<file path="src/rtl/pipelined_adder_pkg.sv">
// Shared types and elaboration helpers for the pipelined carry-chain adder.
// Imported by pipelined_adder and adder_chunk.
package pipelined_adder_pkg;

    typedef struct packed {
        logic valid;
        logic carry;
    } stage_ctrl_t;

    function automatic int unsigned chunk_w(input int unsigned width, input int unsigned stages);
        return (stages == 0) ? 0 : width / stages;
    endfunction

    function automatic bit split_ok(input int unsigned width, input int unsigned stages);
        return (stages != 0) && (width >= 1) && ((width % stages) == 0);
    endfunction

endpackage

</file>
<file path="src/rtl/adder_chunk.sv">
// Combinational C-bit ripple adder built from single-bit full-adder cells;
// one instance sits in each pipeline stage of pipelined_adder.
module adder_chunk
    import pipelined_adder_pkg::*;
#(
    parameter int unsigned C = 1
) (
    input  logic [C-1:0] a,
    input  logic [C-1:0] b,
    input  logic         cin,
    output logic [C-1:0] sum,
    output logic         cout
);

    always_comb begin
        logic carry;
        carry = cin;
        sum   = '0;
        for (int unsigned i = 0; i < C; i++) begin
            sum[i] = a[i] ^ b[i] ^ carry;
            carry  = (a[i] & b[i]) | (b[i] & carry) | (carry & a[i]);
        end
        cout = carry;
    end

endmodule

</file>
<file path="src/rtl/pipelined_adder.sv">
// Pipelined WIDTH-bit adder, one C-bit chunk per stage, valid/ready on both sides.
// Optional subtract/overflow support is compiled in with `define ADDER_SUB_EN.
module pipelined_adder
    import pipelined_adder_pkg::*;
#(
    parameter int unsigned WIDTH  = 8,
    parameter int unsigned STAGES = 2
) (
    input  logic             CLK,
    input  logic             RST,
    input  logic             IN_VALID,
    output logic             IN_READY,
    input  logic [WIDTH-1:0] A,
    input  logic [WIDTH-1:0] B,
    input  logic             CIN,
`ifdef ADDER_SUB_EN
    input  logic             SUB,
`endif
    output logic             OUT_VALID,
    input  logic             OUT_READY,
    output logic [WIDTH-1:0] SUM,
    output logic             COUT
`ifdef ADDER_SUB_EN
    ,
    output logic             OVF
`endif
);

    localparam int unsigned C    = chunk_w(WIDTH, STAGES);
    localparam int unsigned LAST = STAGES - 1;

    if (!split_ok(WIDTH, STAGES)) begin : cfg_check_g
        $error("pipelined_adder: WIDTH (%0d) must be a non-zero multiple of STAGES (%0d)", WIDTH, STAGES);
    end

    logic adv;

    // The whole pipe moves in lockstep, bubbles included, so one shared enable suffices.
    assign IN_READY = ~OUT_VALID | OUT_READY;
    assign adv      = IN_READY;

    for (genvar k = 0; k < STAGES; k++) begin : stage_g
        localparam int unsigned REST = WIDTH - (k + 1) * C;

        logic [C-1:0]         a_chunk;
        logic [C-1:0]         b_raw;
        logic [C-1:0]         b_chunk;
        logic [C-1:0]         chunk_sum;
        logic                 c_in;
        logic                 c_out;
        logic                 v_in;
        logic                 sub_in;
        logic [(k+1)*C-1:0]   s_next;
        logic [(k+1)*C-1:0]   s_q;
        stage_ctrl_t          ctrl_q;
        logic                 stage_valid;
        logic                 stage_carry;

        assign stage_valid = ctrl_q.valid;
        assign stage_carry = ctrl_q.carry;
        assign b_chunk     = b_raw ^ {C{sub_in}};

        adder_chunk #(.C(C)) chunk_u (
            .a    (a_chunk),
            .b    (b_chunk),
            .cin  (c_in),
            .sum  (chunk_sum),
            .cout (c_out)
        );

        if (k == 0) begin : src_g
            assign a_chunk = A[C-1:0];
            assign b_raw   = B[C-1:0];
            assign v_in    = IN_VALID;
            assign s_next  = chunk_sum;
`ifdef ADDER_SUB_EN
            assign sub_in  = SUB;
            assign c_in    = SUB ? 1'b1 : CIN;
`else
            assign sub_in  = 1'b0;
            assign c_in    = CIN;
`endif
        end else begin : src_g
            assign a_chunk = stage_g[k-1].skew_g.a_q[C-1:0];
            assign b_raw   = stage_g[k-1].skew_g.b_q[C-1:0];
            assign v_in    = stage_g[k-1].stage_valid;
            assign c_in    = stage_g[k-1].stage_carry;
            assign s_next  = {chunk_sum, stage_g[k-1].s_q};
`ifdef ADDER_SUB_EN
            assign sub_in  = stage_g[k-1].skew_g.sub_q;
`else
            assign sub_in  = 1'b0;
`endif
        end

        always_ff @(posedge CLK or posedge RST) begin
            if (RST) begin
                ctrl_q <= '0;
                s_q    <= '0;
            end else if (adv) begin
                ctrl_q.valid <= v_in;
                ctrl_q.carry <= c_out;
                s_q          <= s_next;
            end
        end

        // Skew registers keep only the chunks not yet added, shrinking by C per stage.
        if (k < LAST) begin : skew_g
            logic [REST-1:0] a_up;
            logic [REST-1:0] b_up;
            logic [REST-1:0] a_q;
            logic [REST-1:0] b_q;
`ifdef ADDER_SUB_EN
            logic            sub_q;
`endif

            if (k == 0) begin : up_g
                assign a_up = A[WIDTH-1:C];
                assign b_up = B[WIDTH-1:C];
            end else begin : up_g
                assign a_up = stage_g[k-1].skew_g.a_q[REST+C-1:C];
                assign b_up = stage_g[k-1].skew_g.b_q[REST+C-1:C];
            end

            always_ff @(posedge CLK or posedge RST) begin
                if (RST) begin
                    a_q   <= '0;
                    b_q   <= '0;
`ifdef ADDER_SUB_EN
                    sub_q <= 1'b0;
`endif
                end else if (adv) begin
                    a_q   <= a_up;
                    b_q   <= b_up;
`ifdef ADDER_SUB_EN
                    sub_q <= sub_in;
`endif
                end
            end
        end

`ifdef ADDER_SUB_EN
        if (k == LAST) begin : ovf_g
            logic ovf_q;

            always_ff @(posedge CLK or posedge RST) begin
                if (RST) begin
                    ovf_q <= 1'b0;
                end else if (adv) begin
                    ovf_q <= (a_chunk[C-1] == b_chunk[C-1]) && (chunk_sum[C-1] != a_chunk[C-1]);
                end
            end
        end
`endif
    end

    assign OUT_VALID = stage_g[LAST].stage_valid;
    assign COUT      = stage_g[LAST].stage_carry;
    assign SUM       = stage_g[LAST].s_q;
`ifdef ADDER_SUB_EN
    assign OVF       = stage_g[LAST].ovf_g.ovf_q;
`endif

endmodule

</file>
<file path="config.mk">
export PLATFORM = sky130hd
export DESIGN_NAME = pipelined_adder
export DESIGN_NICKNAME = d
export VERILOG_FILES = /design/src/rtl/pipelined_adder_pkg.sv /design/src/rtl/adder_chunk.sv /design/src/rtl/pipelined_adder.sv
export SDC_FILE = /design/constraint.sdc
export NUM_CORES = 1
export LEC_CHECK = 0
export ABC_AREA = 0
export CORE_UTILIZATION = 47
export CTS_CLUSTER_DIAMETER = 50
export DETAILED_ROUTE_END_ITERATION = 8
export GPL_TIMING_DRIVEN = 0
export HOLD_SLACK_MARGIN = 0.03
export PLACE_DENSITY = 0.85
export SKIP_CTS_REPAIR_TIMING = 1
export SYNTH_ARGS = -nofsm -noshare
export SYNTH_HDL_FRONTEND = slang
export SYNTH_SLANG_ARGS = --single-unit
</file>
<file path="constraint.sdc">
create_clock -name CLK -period 2.8 [get_ports CLK]
set_input_delay 0.28 -clock CLK [delete_from_list [all_inputs] [get_ports CLK]]
set_output_delay 0.28 -clock CLK [all_outputs]
set_load 0.005 [all_outputs]
</file>
* Word-level counts from Yosys, hierarchy flattened
Cells that the tools add are included.
** Operators by class
- Bitwise operators :: 58
** Operators by type and width (number)
- 1-bit bitwise AND :: 24
- 1-bit bitwise OR :: 17
- 1-bit XOR :: 16
- 1-bit inverter :: 1
** Storage, ports and cells
- Bits in registers :: 24
- Output and inout bits :: 11
- Word-level logic and storage cells :: 66

* Logic depth before layout (Yosys ltp)
Gate-level depths: netlist (run 1).
- Depth after elaboration :: 12
- Gate-level depth with buffers :: 8
- Mapped depth without buffers :: 8

* By module
From an unflattened synthesis (run 1), not the netlist that was laid out.
** Second synthesis, totals
- Cell total of the unflattened synthesis :: 81
- Area total of the unflattened synthesis :: 1219.9 um^2
** Modules (own cells, without submodules)
- pipelined_adder :: times used 1, cells each 53, area an instance 984.7 um^2
- adder_chunk :: times used 2, cells each 14, area an instance 117.6 um^2

* Worst setup path after synthesis (run 1)
Ideal clock, no wire load.
- Path kind :: flip-flop to flip-flop
- From :: register stage_g[0].skew_g.a_q[0]
- To :: register stage_g[1].s_q[7] (netlist: SUM[7])
- Arrival time :: 1.919 ns
- Required time :: 2.723 ns
- Setup slack :: 0.803 ns
- Stages on the path, launching flop included :: 9
- Path buffers :: 0
- Clock period less this slack :: 1.997 ns
- Cells stage by stage :: dfrtp_1 > inv_1 > fa_1 > inv_1 > fa_1 > fa_1 > inv_1 > fa_1 > a21oi_1
** On the way
- Cells in the longest elaborated chain, start to end :: 10
** Ends and longest elaborated chain
- start: declaration :: RTL line pipelined_adder.sv:111 : logic [REST-1:0] a_q;
- start signal: assignment :: RTL line pipelined_adder.sv:133 : a_q <= a_up;
- 1-bit bitwise AND :: RTL line adder_chunk.sv:21 : carry = (a[i] & b[i]) | (b[i] & carry) | (carry & a[i]);
- 1-bit bitwise OR :: RTL line adder_chunk.sv:21
- 1-bit bitwise OR * :: RTL line adder_chunk.sv:21
- 1-bit bitwise AND :: RTL line adder_chunk.sv:21
- 1-bit bitwise OR :: RTL line adder_chunk.sv:21
- 1-bit bitwise OR * :: RTL line adder_chunk.sv:21
- 1-bit bitwise AND :: RTL line adder_chunk.sv:21
- 1-bit bitwise OR :: RTL line adder_chunk.sv:21
- 1-bit bitwise OR * :: RTL line adder_chunk.sv:21
- 1-bit XOR * :: RTL line adder_chunk.sv:20 : sum[i] = a[i] ^ b[i] ^ carry;
- end signal: assignment :: RTL line pipelined_adder.sv:103 : s_q <= s_next;
- end: declaration :: RTL line pipelined_adder.sv:54 : logic [(k+1)*C-1:0] s_q;
Every way passes the cells marked *; elsewhere a longest branch is shown, timed or not.
A chain may end at the register's enable or synchronous reset.

* Worst setup path in the final report (run 1)
- From :: input OUT_READY
- To :: output IN_READY
** On the way
- Cells in the longest elaborated chain, start to end :: 1
** Ends and longest elaborated chain
- start: declaration :: RTL line pipelined_adder.sv:20 : input logic OUT_READY,
- 1-bit bitwise OR :: RTL line pipelined_adder.sv:39 : assign IN_READY = ~OUT_VALID | OUT_READY;
- end: declaration :: RTL line pipelined_adder.sv:12 : output logic IN_READY,
No other way between the ends.

==> impl_results.md, run 1 <==
* Outcome: finished clean
* DR DRC count at 0
* DR WL/cell at about 14 um
* Crit path from: OUT_READY
* Met3 usage at under 10%
* Top-count cell post-synth: dfrtp_1
* Die height at around 52 um
* Slew Limit Fails at 0
* Post-Synth Simple-Gate Area at under 10%
* H-Tree Depth at 1
* PD cells at 640.1 nW/um^2
* Antenna-violating nets left at 0
* Req. time, crit path at ~2.5 ns
* Syn_area_per_cell at about 15 sq um
* Fin crit share at approximately three quarters
* Min-delay worst type: in2async
* TritonCTS buffer count at 3
* WP data arrival at between 1.5 and 2 ns
* Worst Setup Start Kind: primary input
* Crit end category: output pin
* Worst Setup EP: IN_READY
* Pwr Total at 1.000 mW
* Area contributors post-synth: dfrtp_1 (51%), mux2_4 (15%), fa_1 (14%)
* F_max at 466.2 MHz
* Clk_lat worst skew at ~0.31 ns
* Sequential share of the synthesized area at between 50% and 60%
* Total negative slack at 0 ns
* Headroom to the max-slew limit at between 30% and 40%
* Row count at 17
* Unrepaired setup endpoints after global routing: false
* Drt first pass iters at 2
* CTS root buffer: clkbuf_4
* Pin slew with the least headroom to its limit at between 0.8 and 0.9 ns
* Synth Net Count at between 100 and 150
* CP max FO at 10
* RR Startpoint: stage_g[0].skew_g.a_q[0]
* Synth unique cells at 11
* First-pass GRT wire length at between 3 and 4 mm
* PortBufs at 31
* Initial antenna violation count at 0
* Vias in the first global route at 699
* Ant diodes at 0
* Met1 Use GR at 20.78%
* Synth Cell Area at approximately 1200 sq um
* Family with the most delay on the worst path: buffers and inverters
* Largest net degree at the start of global routing at 25
* Grt peak-use layer: met2
* Critical R2R Capture: SUM[7]
* Max Clock Skew at 0.004054 ns
* Final Setup Violations at 0
* Top-area cell type share of the netlist area at 50.85%
* EDFF count, synth at 0
* Post-synthesis instance total at 80
* Vias at approximately 690
* Gr usage total at between 15 and 20%
* Multi-input logic area at 481.7 sq um
* Synth Flop Type: dfrtp_1
* Mux share of post-synthesis cell area at 20.87%
* GRT overflow at 0
* Core ar. at roughly 2300 sq um
* Asr flop ratio synth at 100.0%
* Full die area at ~2700 sq um
* Clk sinks at 24
* Hold Vio Cnt, Final at 0
* Reg2Reg Setup Slack at 0.68 ns
* Final Cell Area at around 1600 sq um
* Seq cells post-synth at 24
* FILL cells at roughly 170
* Layout cells sized above 1 at between 20% and 30%
* Area Growth Syn to Fin at 32.31%
* CP Depth at 5
* Chip width at ~52 um
* Crit-path cells: clkdlybuf4s50_1 > nand2b_1 > buf_6 > buf_6 > clkdlybuf4s50_1
* Pleak at roughly 0.73 nW
* YS warnings at 0
* Via density at 4.853
* RePlAce Congestion at between 0.6 and 0.7
* Synth Area in XOR/XNOR at 0%
* WP buf/inv at 4
* CP peak stage delay at 0.60 ns
* Placed Instance Area at around 1500 sq um
* CP max-delay cell: clkdlybuf4s50_1
* Worst-path clk slew at between 0.1 and 0.15 ns
* Detail Placement HPWL at 1.566 mm
* Register area at 600.6 sq um
* CTS tree: yes
* Synth Area in Adders at about 14%
* # IOs at 32
* Met2 Resource Use GR at ~29%
* Tmin final at between 2 and 2.5 ns
* Critical path class: in2out
* Post-synth top cells: dfrtp_1 (24), inv_1 (15), mux2_4 (12), fa_1 (8)
* Clock buffer depth at 2
* # nets final at about 150
* Starting density of the core at approximately half
* Max VDD drop at 0.4523 mV
* Synth Area in Compound Gates at ~2.1%
* Reg2reg path depth at 8
* Main combinational cell family by area after synthesis: multiplexers
* Final wirelength at between 2 and 2.5 mm
* DRT iter0 DRCs at 1
* Leading area contributor after synthesis: dfrtp_1
* Max-capacitance violation count at 0
==> routing by layer <==
| layer | wire [um] | part of all wire (%) | vias up |
|---|---|---|---|
| met1 | 857 | 42 | 347 |
| li1 | - | - | 321 |
| met4 | 48 | 2.3 | 0 |
| met5 | 0 | 0 | - |
| met3 | 107 | 5.2 | 4 |
| met2 | 1048 | 51 | 22 |
==> registers in the layout, indices dropped and copies added (netlist names) <==
| name | count |
|---|---|
| OUT_VALID | 1 |
| stage_g.skew_g.a_q | 4 |
| SUM | 8 |
| stage_g.s_q | 4 |
| stage_g.skew_g.b_q | 4 |
| stage_g.stage_carry | 1 |
| COUT | 1 |
| stage_g.stage_valid | 1 |
==> placed cells by master (no fill, tap or decap), drive strengths merged <==
cell	Yosys	routed
mux2	17	17
a21oi	5	5
nor3b	5	5
nand2b	2	2
inv	15	15
clkbuf	0	4
dfrtp	24	24
clkdlybuf4s50	0	31
buf	3	3
mux2i	1	1
fa	8	8
==> power by group <==
| part | total (mW) | switching [mW] | internal (mW) |
|---|---|---|---|
| registers | 0.476 | 0.0479 | 0.428 |
| clock network | 0.181 | 0.101 | 0.0794 |
| logic | 0.343 | 0.110 | 0.234 |
==> how the worst min path moves through the flow <==
stage                                      start         to  slack, ns  depth (start not counted)
after floorplan                              RST       COUT       0.29                          1
after global placement    stage_g[0].stage_valid  OUT_VALID       0.44                          1
after detailed placement  stage_g[0].stage_valid  OUT_VALID       0.45                          1
after CTS                 stage_g[0].stage_valid  OUT_VALID       0.48                          1
after global routing      stage_g[0].stage_valid  OUT_VALID       0.50                          1
final                                        RST     SUM[2]       0.46                          2
==> metrics by stage <==
| stage | instances | hold slack [ns] | setup WS (ns) | util [%] |
|---|---|---|---|---|
| floorplan | 80 | 0.2946 | 0.8032 | - |
| global placement | 139 | 0.4430 | 0.4091 | 66.45 |
| detailed placement | 139 | 0.4539 | 0.3340 | 66.45 |
| CTS | 143 | 0.4833 | 0.6542 | 68.03 |
| global route | 143 | 0.5040 | 0.5754 | 68.03 |
| finish | 143 | 0.4622 | 0.6549 | 68.03 |
==> final cells by class <==
class	instances	area share, %
Multi-Input combinational cell	38	30.82
Clock buffer	4	2.322
Buffer	3	2.722
Tap cell	28	2.242
Sequential cell	24	38.43
Timing Repair Buffer	31	19.86
Inverter	15	3.603
==> logic make-up (layout without fill, tap and decap cells) <==
| family | Yosys count | count (layout) |
|---|---|---|
| AND/OR/NAND/NOR | 7 | 7 |
| adder cells (fa/ha/maj) | 8 | 8 |
| flip-flops | 24 | 24 |
| multiplexers | 18 | 18 |
| buffers and inverters | 18 | 53 |
| AO/OA/AOI/OAI | 5 | 5 |
(Power assumes the default switching activity.)
==> run 2, diff against run 1 <==
==> constraint.sdc (replaced) <==
create_clock -name CLK -period 2.2 [get_ports CLK]
set_input_delay 0.22 -clock CLK [delete_from_list [all_inputs] [get_ports CLK]]
set_output_delay 0.22 -clock CLK [all_outputs]
set_load 0.005 [all_outputs]
==> impl_results.md, run 2 (synthesized netlist as in run 1, its figures left out) <==
* Outcome: finished clean (unchanged)
* WP data arrival at 2.32 ns (was 1.87 ns)
* Req. time, crit path at 2.45 ns (was 2.52 ns)
* PortBufs at 31 (unchanged)
* Placed Instance Area at 1526 sq um (unchanged)
* Detail Placement HPWL at 1.566 mm (unchanged)
* RePlAce Congestion at 0.6874 (unchanged)
* P_int at 944.4 uW (was 741.5 uW)
* Max VDD drop at 0.5756 mV (was 0.4523 mV)
* Clock buffer depth at 2 (unchanged)
* Initial antenna violation count at 0 (unchanged)
* Headroom to the max-slew limit at 39.96% (was 39.99%)
* Final wirelength at 2.062 mm (unchanged)
* GRT overflow at 0 (unchanged)
* Ant diodes at 0 (unchanged)
* Slew Limit Fails at 0 (unchanged)
* Worst Setup Start Kind: register (was primary input)
* Drt first pass iters at 2 (unchanged)
* Fin crit share at between 90% and 100%
* PD cells at 813.8 nW/um^2 (was 640.1 nW/um^2)
* Core ar. at 2297 sq um (unchanged)
* TritonCTS buffer count at 3 (unchanged)
* Crit end category: register (was output pin)
* Multi-input logic area at 484.2 sq um (was 481.7 sq um)
* FILL cells at 167 (was 168)
* Clk sinks at 24 (unchanged)
* Pwr Total at 1.274 mW (was 1.000 mW)
* Cells after DPL at 139 (unchanged)
* DP Worst Slack at -0.2060 ns (was 0.3340 ns)
* Pin slew with the least headroom to its limit at 0.8996 ns (was 0.8991 ns)
* Final Cell Area at 1565 sq um (was 1563 sq um)
* Hold Vio Cnt, Final at 0 (unchanged)
* Layout cells sized above 1 at 21.74% (was 20.87%)
* Grt peak-use layer: met2 (unchanged)
* DR WL/cell at 14.42 um (unchanged)
* F_max at 481.9 MHz
* Min-delay worst type: in2async (unchanged)
* Vias in the first global route at 699 (unchanged)
* Antenna-violating nets left at 0 (unchanged)
* Pleak at 0.7295 nW (was 0.7303 nW)
* Register area at 600.6 sq um (unchanged)
* Sw Share at 25.87% (about the same)
* Clock network power share at 18.1% (about the same)
* Comb power frac at 34.3% (about the same)
* Met2 Resource Use GR at 28.63% (unchanged)
* Max reg flops at 8 (unchanged)
* Via density at 4.853 (unchanged)
* Gr usage total at 17.24% (unchanged)
* Met3 usage at 2.924% (unchanged)
* Max-capacitance violation count at 0 (unchanged)
* Full die area at 2718 sq um (unchanged)
* Area Growth Syn to Fin at 32.52% (was 32.31%)
* Die height at 52.13 um (unchanged)
* DR DRC count at 0 (unchanged)
* Worst-path clk slew at 0.13 ns (about the same)
* Worst setup slack after layout at 0.1248 ns (was 0.6549 ns)
* Tmin final at around 2.1 ns
* Final Setup Violations at 0 (unchanged)
* Final non-filler cell total at 143 (unchanged)
* Reg power frac at 47.6% (about the same)
* Unrepaired setup endpoints after global routing: false (unchanged)
* Largest net degree at the start of global routing at 25 (unchanged)
* First-pass GRT wire length at 3.194 mm (unchanged)
* Critical path class: reg2reg (was in2out)
* Chip width at 52.13 um (unchanged)
* CP max FO at 2 (was 10)
* Commonest non-fill, non-tap cell in the layout: clkdlybuf4s50_1 (unchanged)
* Max Clock Skew at 0.004129 ns (was 0.004054 ns)
* Vias at 694 (unchanged)
* CTS tree: yes (unchanged)
* Row count at 17 (unchanged)
* Most frequent cells in the layout: clkdlybuf4s50_1 (31), dfrtp_1 (24), inv_1 (15) (unchanged)
* H-Tree Depth at 1 (unchanged)
* Met1 Use GR at 20.78% (unchanged)
* CTS root buffer: clkbuf_4 (unchanged)
* # nets final at 145 (unchanged)
* # IOs at 32 (unchanged)
* DRT iter0 DRCs at 1 (unchanged)
* Finished Core Util at 68.14% (was 68.03%)
* Starting density of the core at 51.42% (unchanged)
* Psw at 329.5 uW (was 258.8 uW)
* Clk_lat worst skew at 0.31 ns (about the same)
run 2: changes by cell type in the layout (fill, tap and decap cells not counted):
| cell | before | now |
|---|---|---|
| fa_2 | 0 | 1 |
| fa_1 | 8 | 7 |
run 2: metrics by stage:
| step | hold WS [ns] | TNS (ns) |
|---|---|---|
| floorplan | 0.2346 | 0 |
| global placement | 0.4430 | -0.1309 |
| detailed placement | 0.4539 | -0.2734 |
| CTS | 0.4464 | 0 |
| global route | 0.4723 | 0 |
| finish | 0.4023 | 0 |
run 2: path summary, 6_finish.rpt:
path                                          start        end  slack (ns)  cells after the start
max                        stage_g[0].skew_g.a_q[0]     SUM[7]        0.12                      8
min                                             RST     SUM[2]        0.40                      2
max reg2reg                stage_g[0].skew_g.a_q[0]     SUM[7]        0.12                      8
min reg2reg                  stage_g[0].stage_valid  OUT_VALID        0.49                      1
max in group asynchronous                       RST     SUM[7]        1.25                      2
min in group CLK             stage_g[0].stage_valid  OUT_VALID        0.49                      1
run 2: power by group through the flow:
stage	registers (mW)	logic, mW	clock network, mW
3_3_place_gp	0.612	0.427	0
6_report	0.606	0.438	0.230
2_1_floorplan	0.612	0.224	0
3_5_place_dp	0.616	0.444	0
4_1_cts	0.606	0.446	0.235
5_1_grt	0.622	0.475	0.253
run 2: worst max-delay path, cell delays in order, from the launching register on:
cell and delay (ns):
dfrtp_1 0.39, inv_1 0.08, fa_1 0.16, inv_1 0.05, fa_2 0.33, fa_1 0.37
inv_1 0.08, fa_1 0.41, a21oi_1 0.13
run 2: layer usage:
layer	wire length [um]	vias up
li1	-	321
met1	857	347
met2	1049	22
met3	107	4
met4	48	0
met5	0	-
run 2: final cells by class:
cell class	instances	share of cell area (%)
well taps	28	2.238
multi-input cells	38	30.94
flip-flops and latches	24	38.37
plain buffers	3	2.718
clock buffers	4	2.318
inverters	15	3.597
repair buffers	31	19.82
==> run 3, diff against run 2 <==
--- a/config.mk
+++ b/config.mk
@@ -13,6 +13,8 @@
 export HOLD_SLACK_MARGIN = 0.03
 export PLACE_DENSITY = 0.85
 export SKIP_CTS_REPAIR_TIMING = 1
+export SLEW_MARGIN = 40
 export SYNTH_ARGS = -nofsm -noshare
 export SYNTH_HDL_FRONTEND = slang
+export SYNTH_HIERARCHICAL = 1
 export SYNTH_SLANG_ARGS = --single-unit
==> impl_results.md, run 3 <==
* CP peak stage delay at 0.48 ns (was 0.41 ns)
* Crit end category: register (unchanged)
* Final wirelength at 2.109 mm (was 2.062 mm)
* DRT iter0 DRCs at 5 (was 1)
* Fin crit share at 99.24% (was 94.33%)
* CP max FO at 2 (unchanged)
* Max-capacitance violation count at 0 (unchanged)
* Mux share of post-synthesis cell area at 26.77% (was 20.87%)
* Max VDD drop at 0.6527 mV (was 0.5756 mV)
* Max Clock Skew at 0.005700 ns (was 0.004129 ns)
* Most frequent cells in the layout: clkdlybuf4s50_1 (28), dfrtp_1 (24), mux2_4 (19) (was clkdlybuf4s50_1 (31), dfrtp_1 (24), inv_1 (15))
* Final Setup Violations at 0 (unchanged)
* CTS root buffer: clkbuf_4 (unchanged)
* Core ar. at 2455 sq um (was 2297 sq um)
* Placed Instance Area at 1568 sq um (was 1526 sq um)
* Synth Flop Type: dfrtp_1 (unchanged)
* Crit-path cells: inv_2 > fa_2 > inv_2 > fa_2 > fa_2 > inv_2 > fa_1 > inv_1 > mux2_4 (was inv_1 > fa_1 > inv_1 > fa_2 > fa_1 > inv_1 > fa_1 > a21oi_1)
* # nets final at 147 (was 145)
* Synth Area in XOR/XNOR at 0% (unchanged)
* Commonest non-fill, non-tap cell in the layout: clkdlybuf4s50_1 (unchanged)
* Outcome: finished clean (unchanged)
* First-pass GRT wire length at 3.567 mm (was 3.194 mm)
* Sequential share of the synthesized area at 49.23% (was 50.85%)
* Drt first pass iters at 3 (was 2)
* Die height at 52.95 um (was 52.13 um)
* Gr usage total at 18.51% (was 17.24%)
* Worst hold slack at 0.2349 ns (was 0.4023 ns)
* CP max-delay cell: fa_1 (unchanged)
* Antenna-violating nets left at 0 (unchanged)
* # IOs at 32 (unchanged)
* Initial antenna violation count at 0 (unchanged)
* Pin slew with the least headroom to its limit at 0.5037 ns (was 0.8996 ns)
* Seq cells post-synth at 24 (unchanged)
* Via density at 4.755 (was 4.853)
* Area Growth Syn to Fin at 34.26% (was 32.52%)
* Ant diodes at 0 (unchanged)
* Tmin final at 2.183 ns (was 2.075 ns)
* Critical path class: reg2reg (unchanged)
* Post-Synth Simple-Gate Area at 1.641% (was 4.237%)
* Top-area cell type share of the netlist area at 49.23% (was 50.85%)
* DR DRC count at 0 (unchanged)
* CTS tree: yes (unchanged)
* Full die area at 2803 sq um (was 2718 sq um)
* Pwr Total at 1.358 mW (was 1.274 mW)
* Synth unique cells at 8 (was 11)
* Unrepaired setup endpoints after global routing: true (was false)
* YS warnings at 6 (was 0)
* EDFF count, synth at 0 (unchanged)
* Max reg flops at 8 (unchanged)
* Headroom to the max-slew limit at 66.37% (was 39.96%)
* Main combinational cell family by area after synthesis: multiplexers (unchanged)
* Row count at 18 (was 17)
* H-Tree Depth at 1 (unchanged)
* Clock buffer depth at 2 (unchanged)
* Post-synthesis instance total at 81 (was 80)
* Vias at 699 (was 694)
* Syn_area_per_cell at 15.06 sq um (was 14.76 sq um)
* Worst Setup Start Kind: register (unchanged)
* PD cells at 829.1 nW/um^2 (was 813.8 nW/um^2)
* Crit path from: stage_g[0].skew_g.a_q[0] (unchanged)
* Synth Area in Adders at 13.13% (was 13.56%)
* Largest net degree at the start of global routing at 25 (unchanged)
* Area contributors post-synth: dfrtp_1 (49%), mux2_4 (22%), fa_1 (13%) (was dfrtp_1 (51%), mux2_4 (15%), fa_1 (14%))
* Final non-filler cell total at 147 (was 143)
* Starting density of the core at 49.69% (was 51.42%)
* RePlAce Congestion at 0.6671 (was 0.6874)
* Hold Vio Cnt, Final at 0 (unchanged)
* Post-synth top cells: dfrtp_1 (24), inv_1 (21), mux2_4 (18), fa_1 (8), mux2_2 (5) (was dfrtp_1 (24), inv_1 (15), mux2_4 (12), fa_1 (8))
* Synth Area in Compound Gates at 0% (was 2.119%)
* WP data arrival at 2.40 ns (was 2.32 ns)
* Synth Net Count at 110 (was 109)
* Asr flop ratio synth at 100.0% (unchanged)
* Layout cells sized above 1 at 41.03% (was 21.74%)
* Leading area contributor after synthesis: dfrtp_1 (unchanged)
* Req. time, crit path at 2.42 ns (was 2.45 ns)
* RR Startpoint: stage_g[0].skew_g.a_q[0] (unchanged)
* Vias in the first global route at 807 (was 699)
* Min-delay worst type: in2async (unchanged)
* Detail Placement HPWL at 1.621 mm (was 1.566 mm)
* PortBufs at 31 (unchanged)
* Synth Cell Area at 1220 sq um (was 1181 sq um)
* Clk_lat worst skew at 0.31 ns (about the same)
* Clk sinks at 24 (unchanged)
* Worst-path clk slew at 0.13 ns (about the same)
* Pleak at 0.8190 nW (was 0.7295 nW)
* DR WL/cell at 14.35 um (was 14.42 um)
* Slew Limit Fails at 0 (unchanged)
* Top-count cell post-synth: dfrtp_1 (unchanged)
* Cells after DPL at 142 (was 139)
* Total negative slack at 0 ns (unchanged)
* Chip width at 52.95 um (was 52.13 um)
* Final Cell Area at 1638 sq um (was 1565 sq um)
* GRT overflow at 0 (unchanged)
* TritonCTS buffer count at 3 (unchanged)
* F_max at 458.0 MHz (was 481.9 MHz)
-- run 3: cells by family after synthesis --
logic type | count (synthesis)
fa+ha+maj | 8
simple gates | 2
mux | 23
buf+inv | 24
flops | 24
-- run 3: layout make-up --
class,count,area [sq um]
flip-flops and latches,24,600.6
clock buffers,4,36.28
well taps,30,37.54
fillers,183,817.0
multi-input cells,33,525.5
plain buffers,3,33.78
repair buffers,32,325.3
inverters,21,78.83
-- run 3: stage by stage --
step / setup WS (ns) / utilization (%)
floorplan: 0.1415 / -
global placement: -0.2527 / 63.86
detailed placement: -0.3186 / 63.86
CTS: -0.02556 / 65.34
global route: -0.03826 / 66.72
finish: 0.01681 / 66.72
-- run 3: power breakdown --
part | total, mW | switching (mW) | internal (mW)
registers | 0.619 | 0.0681 | 0.551
clock network | 0.232 | 0.131 | 0.101
logic | 0.507 | 0.158 | 0.349
total | 1.36 | 0.357 | 1.00
-- run 3: path summary, 6_finish.rpt --
check,slack (ns),end,cells after the start
worst max-delay path,0.02,SUM[7],9
worst min-delay path,0.23,SUM[7],2
worst max register to register,0.02,SUM[7],9
worst min register to register,0.49,OUT_VALID,1
max in group asynchronous,1.63,SUM[0],2
min in group CLK,0.49,OUT_VALID,1
-- run 3: routing by layer --
| metal | GRT usage, % | up-vias | wire [um] |
|---|---|---|---|
| met5 | 0 | - | 0 |
| met4 | 5.263 | 0 | 17 |
| met3 | 3.736 | 2 | 71 |
| met2 | 34.81 | 17 | 1210 |
| met1 | 20.79 | 361 | 810 |
| li1 | - | 319 | - |
-- run 3: worst max-delay path: cells and delay by family, from the launching register on --
family,cells,cell delay (ns)
fa+ha+maj,4,1.25
flops,1,0.39
mux,1,0.25
buf+inv,4,0.21
